==> src/rtl/seq_detect_fsm.sv <==
// Moore sequence detector: tracks the longest matched prefix of PATTERN on a
// serial bit stream and counts (saturating) completed matches.
module seq_detect_fsm #(
  parameter int unsigned            PATTERN_W = 4,
  parameter logic [PATTERN_W-1:0]   PATTERN   = 4'b1011,
  parameter bit                     OVERLAP   = 1'b1,
  parameter int unsigned            COUNT_W   = 8
) (
  input  logic                           clk,
  input  logic                           areset,
  input  logic                           en_i,
  input  logic                           in_i,
  input  logic                           clear_i,
  output logic                           match_o,
  output logic [$clog2(PATTERN_W+1)-1:0] state_o,
  output logic [COUNT_W-1:0]             match_count_o
);

  localparam int unsigned SW    = $clog2(PATTERN_W + 1);
  localparam int unsigned NE    = 2 * (PATTERN_W + 1);
  localparam int unsigned TBL_W = NE * SW;

  typedef logic [SW-1:0] state_t;

  localparam state_t              S_IDLE  = '0;
  localparam state_t              S_MATCH = SW'(PATTERN_W);
  localparam logic [COUNT_W-1:0]  CNT_MAX = '1;

  // Bit n of the pattern (n = 0 is the last bit received).
  function automatic logic pat_bit(input int unsigned n);
    logic [31:0] v;
    v = 32'(PATTERN) >> n;
    return v[0];
  endfunction

  // Next-state table, entry index {k, b}: longest pattern prefix that is a
  // suffix of (H . b), H being the top k pattern bits (empty from S_MATCH
  // when overlapping matches are disabled).
  function automatic logic [TBL_W-1:0] build_table();
    logic [TBL_W-1:0] tbl;
    int unsigned      h;
    int unsigned      best;
    int unsigned      pos;
    logic             ok;
    logic             sbit;
    tbl = '0;
    for (int unsigned k = 0; k <= PATTERN_W; k++) begin
      for (int unsigned b = 0; b < 2; b++) begin
        h    = (k == PATTERN_W && !OVERLAP) ? 0 : k;
        best = 0;
        for (int unsigned j = 1; j <= PATTERN_W; j++) begin
          if (j <= h + 1) begin
            ok = 1'b1;
            for (int unsigned i = 0; i < j; i++) begin
              pos  = h + 1 - j + i;
              sbit = (pos == h) ? b[0] : pat_bit(PATTERN_W - 1 - pos);
              if (sbit != pat_bit(PATTERN_W - 1 - i)) ok = 1'b0;
            end
            if (ok) best = j;
          end
        end
        tbl = tbl | (TBL_W'(best) << ((k * 2 + b) * SW));
      end
    end
    return tbl;
  endfunction

  localparam logic [TBL_W-1:0] NEXT_TBL = build_table();

  state_t             state_q, state_d;
  logic [COUNT_W-1:0] count_q, count_d;
  logic               match_q, match_d;
  logic [SW:0]        entry;
  logic [TBL_W-1:0]   tbl_shift;
  state_t             nxt;

  // Next-state and counter logic; clear outranks the sample enable.
  always_comb begin
    state_d   = state_q;
    count_d   = count_q;
    entry     = {state_q, in_i};
    tbl_shift = NEXT_TBL >> (32'(entry) * SW);
    nxt       = tbl_shift[SW-1:0];
    if (clear_i) begin
      state_d = S_IDLE;
      count_d = '0;
    end else if (en_i) begin
      state_d = nxt;
      if (nxt == S_MATCH && count_q != CNT_MAX) begin
        count_d = count_q + COUNT_W'(1);
      end
    end
    match_d = (state_d == S_MATCH);
  end

  always_ff @(posedge clk or posedge areset) begin
    if (areset) begin
      state_q <= S_IDLE;
      count_q <= '0;
      match_q <= 1'b0;
    end else begin
      state_q <= state_d;
      count_q <= count_d;
      match_q <= match_d;
    end
  end

  assign match_o       = match_q;
  assign state_o       = state_q;
  assign match_count_o = count_q;

endmodule

==> config.mk <==
export PLATFORM = sky130hd
export DESIGN_NAME = seq_detect_fsm
export DESIGN_NICKNAME = d
export VERILOG_FILES = /design/src/rtl/seq_detect_fsm.sv
export SDC_FILE = /design/constraint.sdc
export NUM_CORES = 1
export LEC_CHECK = 0
export CAP_MARGIN = 20
export CELL_PAD_IN_SITES_DETAIL_PLACEMENT = 0
export CELL_PAD_IN_SITES_GLOBAL_PLACEMENT = 1
export CORE_ASPECT_RATIO = 1.25
export CORE_MARGIN = 2
export CORE_UTILIZATION = 30
export CTS_BUF_LIST = sky130_fd_sc_hd__clkbuf_8 sky130_fd_sc_hd__clkbuf_16
export DETAILED_ROUTE_END_ITERATION = 10
export PLACE_DENSITY = 0.68
export RECOVER_POWER = 100
export SLEW_MARGIN = 20
export SYNTH_ARGS = -nofsm -noshare
export SYNTH_HDL_FRONTEND = slang
export SYNTH_SLANG_ARGS = --single-unit
==> constraint.sdc <==
create_clock -name clk -period 2.5 [get_ports clk]
set_input_delay 0.5 -clock clk [delete_from_list [all_inputs] [get_ports clk]]
set_output_delay 0.5 -clock clk [all_outputs]
set_load 0.02 [all_outputs]
==> impl_summary.txt, run 1 <==
----------------------------------------------------
[Pwr]
  Peak ir drop on the vdd network ... 0.208 mV
  Tot Pwr ... 460 uW
  Areal power density over the cells ... approximately 440 nW/um^2
  Leakage power summed over all cells ... 0.000488 uW

[Placed design]
  Input/output buffers ... 16
  Estimated wirelength of the detail-placed design ... 1.28 mm
  Final estimated routing congestion in global placement ... about 0.77
  Area after DPL ... 987 um^2
  Post-placement cell count ... 128

[Global route]
  Global route total overflow ... 0
  Global-route wire length before repair ... between 2 and 3 mm
  Number of global-route vias before repair ... 660
  Maximum number of pins on one net before global-route repair ... 13
  Initial antenna violation count ... 0
  GRT Util Overall ... 0.129

[Synthesis]
  Cells after Synth ... 74
  Average cell area after synthesis ... between 10 and 15 um^2
  Synthesized net count ... 84
  Top cells by area, synth ... dfrtp_1, ha_1, mux2_2
  Syn. warnings ... 0
  Proportion of netlist area held by the largest area contributor ... 0.403
  Yosys reg bits ... 12
  Proportion of synthesized chip area in sequential cells ... 0.403
  Cell type with the highest aggregate area in the netlist ... dfrtp_1
  Total standard cell area after synthesis ... ~740 um^2
  Number of distinct library cells after synthesis ... 29

[Critical path]
  CP Launch Type ... primary input
  Worst Setup Path Type ... primary input to flop
  Largest driver fanout on the critical path ... 7
  Arrival time reported for the critical path endpoint ... 2.49 ns
  Cells traversed along the worst timing path ... clkdlybuf4s50_1 > inv_1 > ha_1 > mux2i_1 > o2bb2ai_1 > nor4_2 > mux2_2
  Required @ worst endpoint ... 2.63 ns
  Slowest stage delay, CP ... about 0.51 ns
  Crit path max-delay cell type ... clkdlybuf4s50_1
  Number of buffer and inverter stages on the critical path ... 2
  Category of cells accounting for the largest share of critical-path delay ... buffers and inverters
  Nature of the critical path endpoint ... flop

[Final layout]
  Diode count ... 0
  Non-filler instance count after layout ... ~130
  Share of cells above drive strength 1 ... 0.192
  Filler Cells Inserted ... 240
  Cell area after layout ... 1040 um^2
  Total area of sequential cells ... ~300 um^2
  Leading cell types in the layout, fill and taps excluded ... dlygate4sd3_1, dfrtp_1, buf_4, a21oi_1
  P&R area growth vs syn ... 40.3%
  Most common cell after layout, fill and taps aside ... dlygate4sd3_1
  Total area of multi-input combinational cells ... 420 um^2
  Net count reported at finish ... 110

[Floorplan]
  Die Y-Extent ... between 50 and 60 um
  Initial standard-cell utilization of the core ... 0.310
  DIE AREA ... 2900 um^2
  Count of standard-cell rows ... 20
  Placeable core area ... 2400 um^2
  Count of boundary I/O pins ... 17
  Floorplan die width ... 48.6 um

[CTS]
  CTS H-Tree Depth ... 1
  Number of clock buffers inserted by TritonCTS ... 3
  CTS max path bufs ... 2
  Number of clock sinks seen by CTS ... 12
  TritonCTS clock tree ... built
  Setup Fix Bufs, Post-CTS ... 0
  CTS Root Buffer Type ... clkbuf_8
  Reg clk slew, reported paths ... about 0.06 ns
  Hold buffers post-CTS ... 0
  Clock latency reported for the late side of the worst-skew pair ... 0.24 ns

[Drt]
  Number of vias per cell ... between 5 and 6
  Via total after detailed routing ... 674
  Initial DRT Pass Iterations ... 4
  Post-detailed-route count of antenna-violating nets ... 0
  Wire length reported by the detailed router ... 1.67 mm
  Routed length per placed instance ... 12.7 um
  Remaining design rule violation count ... 0
  Count of routing violations after the opening detailed-route iteration ... 6

[Timing]
  Number of pins with negative max-slew slack in the final report ... 0
  Period utilisation layout ... 0.946
  Setup violation total in the final timing report ... 0
  Slew at the pin closest to its max-slew limit ... just over 0.5 ns
  Clock tree skew after final layout ... 0.000911 ns
  Maximum frequency from static timing analysis ... about 420 MHz
  Hold Fails Final Rpt ... 0
  Min Clock Period, post-route ... 2.36 ns
  Normalized max-slew margin ... 0.656
  Setup repair after global routing missed its margin ... no

[Min path]
  Hold WC Path Type ... flop to flop

[Flow run]
  Max cap viols ... 0

[Run status]
  Result of the run ... completed

----------------------------------------------------
state kept, by name (all words and copies together) (netlist names):
name	count
match_count_o	8
state_o	3
match_o	1
Yosys cell counts:
master and count:
buf_6 1, a2bb2oi_1 1, o31ai_1 3, or3_2 1
o21ai_0 3, mux2i_1 2, or2b_1 1, inv_1 3
nor2_1 5, a311o_1 1, nand3_1 3, and4_1 1
and3b_1 1, nand4b_2 1, dfrtp_1 12, ha_1 5
and2b_2 2, nand2_1 2, or4_1 3, a21oi_1 6
nand4_1 2, or3_1 1, a311oi_1 2, and2_1 1
mux2_2 3, o2bb2ai_1 1, clkbuf_1 2, nor2b_1 3
nor4_1 2
worst reg2reg max path, delay by kind of cell, from the launching register on:
kind	cells	cell delay [ns]
adders and majority gates	1	0.22
and+or+nand+nor	2	0.47
muxes	1	0.36
AOI/OAI and AO/OA	1	0.47
DFF	1	0.42
report_power, final:
part           leakage [uW]  switching (uW)  internal, uW  total [uW]
combinational      0.000293            25.2          20.5        45.7
clock             0.0000288            76.2           139         215
sequential         0.000167            2.64           196         199
cells by family (layout without fill, tap and decap cells):
kind of cell    Yosys count  after routing  share of synthesized area
simple gates             29             29                      0.249
buf+inv                   6             31                     0.0403
compound gates           17             17                      0.151
flops                    12             12                      0.403
fa+ha+maj                 5              5                     0.0840
mux                       5              5                     0.0723
stage by stage:
step	TNS [ns]	hold WS, ns	util	setup slack (ns)
5_1_grt	0	0.633	0.435	0.00864
3_5_place_dp	-0.504	0.590	0.411	-0.158
6_report	0	0.594	0.435	0.135
2_1_floorplan	0	0.365	-	0.434
3_3_place_gp	-0.127	0.585	0.411	-0.0535
4_1_cts	0	0.591	0.434	0.0900
routing by layer:
layer,vias up,routed length (um),GRT usage
met1,321,783,0.151
met3,4,58,0.0225
met2,19,796,0.232
met5,-,0,0
li1,330,-,-
met4,0,34,0.0612
final timing paths:
path / start / end / slack [ns] / cells past startpoint
worst min register to register: match_count_o[6] / match_count_o[6] / 0.59 / 2
worst min-delay path: match_count_o[6] / match_count_o[6] / 0.59 / 2
worst max-delay path: in_i / match_count_o[7] / 0.14 / 7
min in group asynchronous: areset / match_o / 0.71 / 2
max in group asynchronous: areset / match_count_o[7] / 1.47 / 2
worst max register to register: match_count_o[0] / match_count_o[5] / 0.45 / 5
final cells by class:
type | count | area share
tap | 33 | 0.0395
inverter | 3 | 0.0108
sequential | 12 | 0.287
multi-input combinational | 56 | 0.402
clock buffer | 4 | 0.0527
timing repair buffer | 24 | 0.207
what timing repair did:
action | CTS | global route
endpoints found under the hold margin | 0 | 0
endpoints found under the setup margin | 0 | 1
gates resized for setup | 0 | 1
Power figures use the tool's default switching activity.
==> inputs of run 2 (changes only) <==
CELL_PAD_IN_SITES_DETAIL_PLACEMENT = 2   (was 0)
CELL_PAD_IN_SITES_GLOBAL_PLACEMENT = 2   (was 1)
CORE_UTILIZATION = 29   (was 30)
PLACE_DENSITY = 0.78   (was 0.68)
SKIP_CTS_REPAIR_TIMING = 1   (was not set)
==> impl_summary.txt, run 2 (synthesized netlist as in run 1, its figures left out) <==
----------------------------------------------------
[Global route]
  Global-route wire length before repair ... 3.91 mm (+34%)
  GRT Util Overall ... 0.176 (+0.0471)
  Maximum number of pins on one net before global-route repair ... 13 (unchanged)
  Number of global-route vias before repair ... 832 (+26%)
  Initial antenna violation count ... 0 (unchanged)
  Global route total overflow ... 0 (unchanged)

[Timing]
  Period utilisation layout ... 0.942 (-0.00374)
  Number of pins with negative max-slew slack in the final report ... 0 (unchanged)
  Normalized max-slew margin ... 0.656 (about the same)
  Clock tree skew after final layout ... 0.00586 ns (+0.00495 ns)
  Min Clock Period, post-route ... 2.36 ns (-0.00936 ns)
  Hold Fails Final Rpt ... 0 (unchanged)
  Maximum frequency from static timing analysis ... 425 MHz (+0.40%)
  Setup_tns ... 0 ns (unchanged)
  Slew at the pin closest to its max-slew limit ... 0.515 ns (-0.000904 ns)
  Setup violation total in the final timing report ... 0 (unchanged)

[Floorplan]
  Die Y-Extent ... 60.6 um (+1.6%)
  DIE AREA ... 2990 um^2 (+3.2%)
  Count of standard-cell rows ... 20 (unchanged)
  Count of boundary I/O pins ... 17 (unchanged)
  Floorplan die width ... 49.3 um (+1.6%)
  Placeable core area ... 2430 um^2 (+1.0%)
  Initial standard-cell utilization of the core ... 0.307 (-0.00319)

[CTS]
  Number of clock sinks seen by CTS ... 12 (unchanged)
  Clock latency reported for the late side of the worst-skew pair ... 0.25 ns (about the same)
  Number of clock buffers inserted by TritonCTS ... 3 (unchanged)
  CTS max path bufs ... 2 (unchanged)
  TritonCTS clock tree ... built
  CTS Root Buffer Type ... clkbuf_8
  Reg clk slew, reported paths ... 0.06 ns (about the same)
  CTS H-Tree Depth ... 1 (unchanged)

[Critical path]
  CP Launch Type ... primary input
  Required @ worst endpoint ... 2.63 ns (about the same)
  Arrival time reported for the critical path endpoint ... 2.49 ns (about the same)
  Largest driver fanout on the critical path ... 8 (+1)
  Worst Setup Path Type ... primary input to flop
  Worst Reg2Reg Path Length in Cells ... 5 (unchanged)
  Nature of the critical path endpoint ... flop

[Pwr]
  Areal power density over the cells ... 440 nW/um^2 (-0.11%)
  Internal power of the cells ... 361 uW (+1.5%)
  Switching power of the nets ... 114 uW (+9.3%)
  Share of total power in the clock network ... 0.466 (-0.002)
  Tot Pwr ... 475 uW (+3.2%)
  Leakage power summed over all cells ... 0.000506 uW (+3.6%)
  Peak ir drop on the vdd network ... 0.334 mV (+61%)
  Sequential fraction of design power ... 0.419 (-0.013)
  Switching Fraction ... 0.240 (+0.0133)
  Proportion of power drawn by combinational gates ... 0.115 (+0.016)

[Drt]
  Number of vias per cell ... 5.34 (+4.5%)
  Post-detailed-route count of antenna-violating nets ... 0 (unchanged)
  Via total after detailed routing ... 715 (+6.1%)
  Remaining design rule violation count ... 0 (unchanged)
  Routed length per placed instance ... 16.6 um (+31%)
  Wire length reported by the detailed router ... 2.22 mm (+33%)
  Initial DRT Pass Iterations ... 4 (unchanged)
  Count of routing violations after the opening detailed-route iteration ... 12 (+6)

[Final layout]
  Share of cells above drive strength 1 ... 0.248 (+0.0556)
  Non-filler instance count after layout ... 134 (+1.5%)
  Number of flip-flops in the largest register ... 8 (unchanged)
  Total area of multi-input combinational cells ... 437 um^2 (+3.9%)
  Filler Cells Inserted ... 267 (+11%)
  Leading cell types in the layout, fill and taps excluded ... dlygate4sd3_1, dfrtp_1, buf_4, a21oi_1
  Cell area after layout ... 1080 um^2 (+3.4%)
  Total area of sequential cells ... 300 um^2 (unchanged)
  Diode count ... 0 (unchanged)
  P&R area growth vs syn ... 45.0%
  Net count reported at finish ... 112 (+1.8%)
  Post-route core utilization ... 0.445 (+0.00995)
  Most common cell after layout, fill and taps aside ... dlygate4sd3_1

[Placed design]
  Area after DPL ... 1000 um^2 (+1.5%)
  Final estimated routing congestion in global placement ... 0.761 (-1.1%)
  Input/output buffers ... 16 (unchanged)
  Estimated wirelength of the detail-placed design ... 1.57 mm (+23%)
  Post-placement cell count ... 130 (+1.6%)

[Min path]
  Cell depth of the worst min-delay path ... 2 (unchanged)
  Hold WC Path Type ... flop to flop

[Run status]
  Result of the run ... completed

[Flow run]
  Max cap viols ... 0 (unchanged)

----------------------------------------------------
-- run 2: changes by cell type in the layout (fill, tap and decap cells not counted), sizes merged --
| cell | change |
|---|---|
| buf | +3 |
| clkbuf | -1 |
-- run 2: worst max-delay path, stage by stage --
cell             delay (ns)
clkdlybuf4s50_1        0.50
inv_1                  0.08
ha_1                   0.32
mux2i_2                0.23
o2bb2ai_2              0.18
nor4_2                 0.31
mux2_2                 0.37
-- run 2: final timing paths --
| kind | from | to | slack (ns) |
|---|---|---|---|
| min in group asynchronous | areset | match_count_o[2] | 0.72 |
| max in group asynchronous | areset | match_o | 1.43 |
| worst min-delay path | match_count_o[1] | match_count_o[1] | 0.61 |
| worst max-delay path | in_i | match_count_o[7] | 0.14 |
| worst min register to register | match_count_o[1] | match_count_o[1] | 0.61 |
| worst max register to register | match_count_o[0] | match_count_o[4] | 0.41 |
-- run 2: final cells by class --
| type | count | area share |
|---|---|---|
| clock buffer | 4 | 0.0510 |
| inverter | 3 | 0.0104 |
| multi-input combinational | 56 | 0.404 |
| sequential | 12 | 0.278 |
| tap | 33 | 0.0382 |
| timing repair buffer | 26 | 0.218 |
-- run 2: stage by stage --
stage,setup slack [ns],hold slack (ns)
after CTS,0.0809,0.606
after global placement,-0.0812,0.585
after floorplan,0.434,0.365
after global routing,-0.0157,0.661
final,0.145,0.608
after detailed placement,-0.193,0.601
-- run 2: metal layers --
metal	vias up	wire [um]	track usage	share of wire
met2	13	1140	0.292	0.51
met5	-	0	0	0
met4	0	51	0.0980	0.023
li1	335	-	-	-
met1	362	976	0.222	0.44
met3	5	52	0.0271	0.023
-- run 2: power by group through the flow --
stage          clock, uW  sequential, uW  combinational (uW)
3_3_place_gp           0             202                50.9
5_1_grt              230             199                61.2
6_report             222             199                54.4
3_5_place_dp           0             203                52.0
4_1_cts              224             199                52.8
2_1_floorplan          0             204                20.8
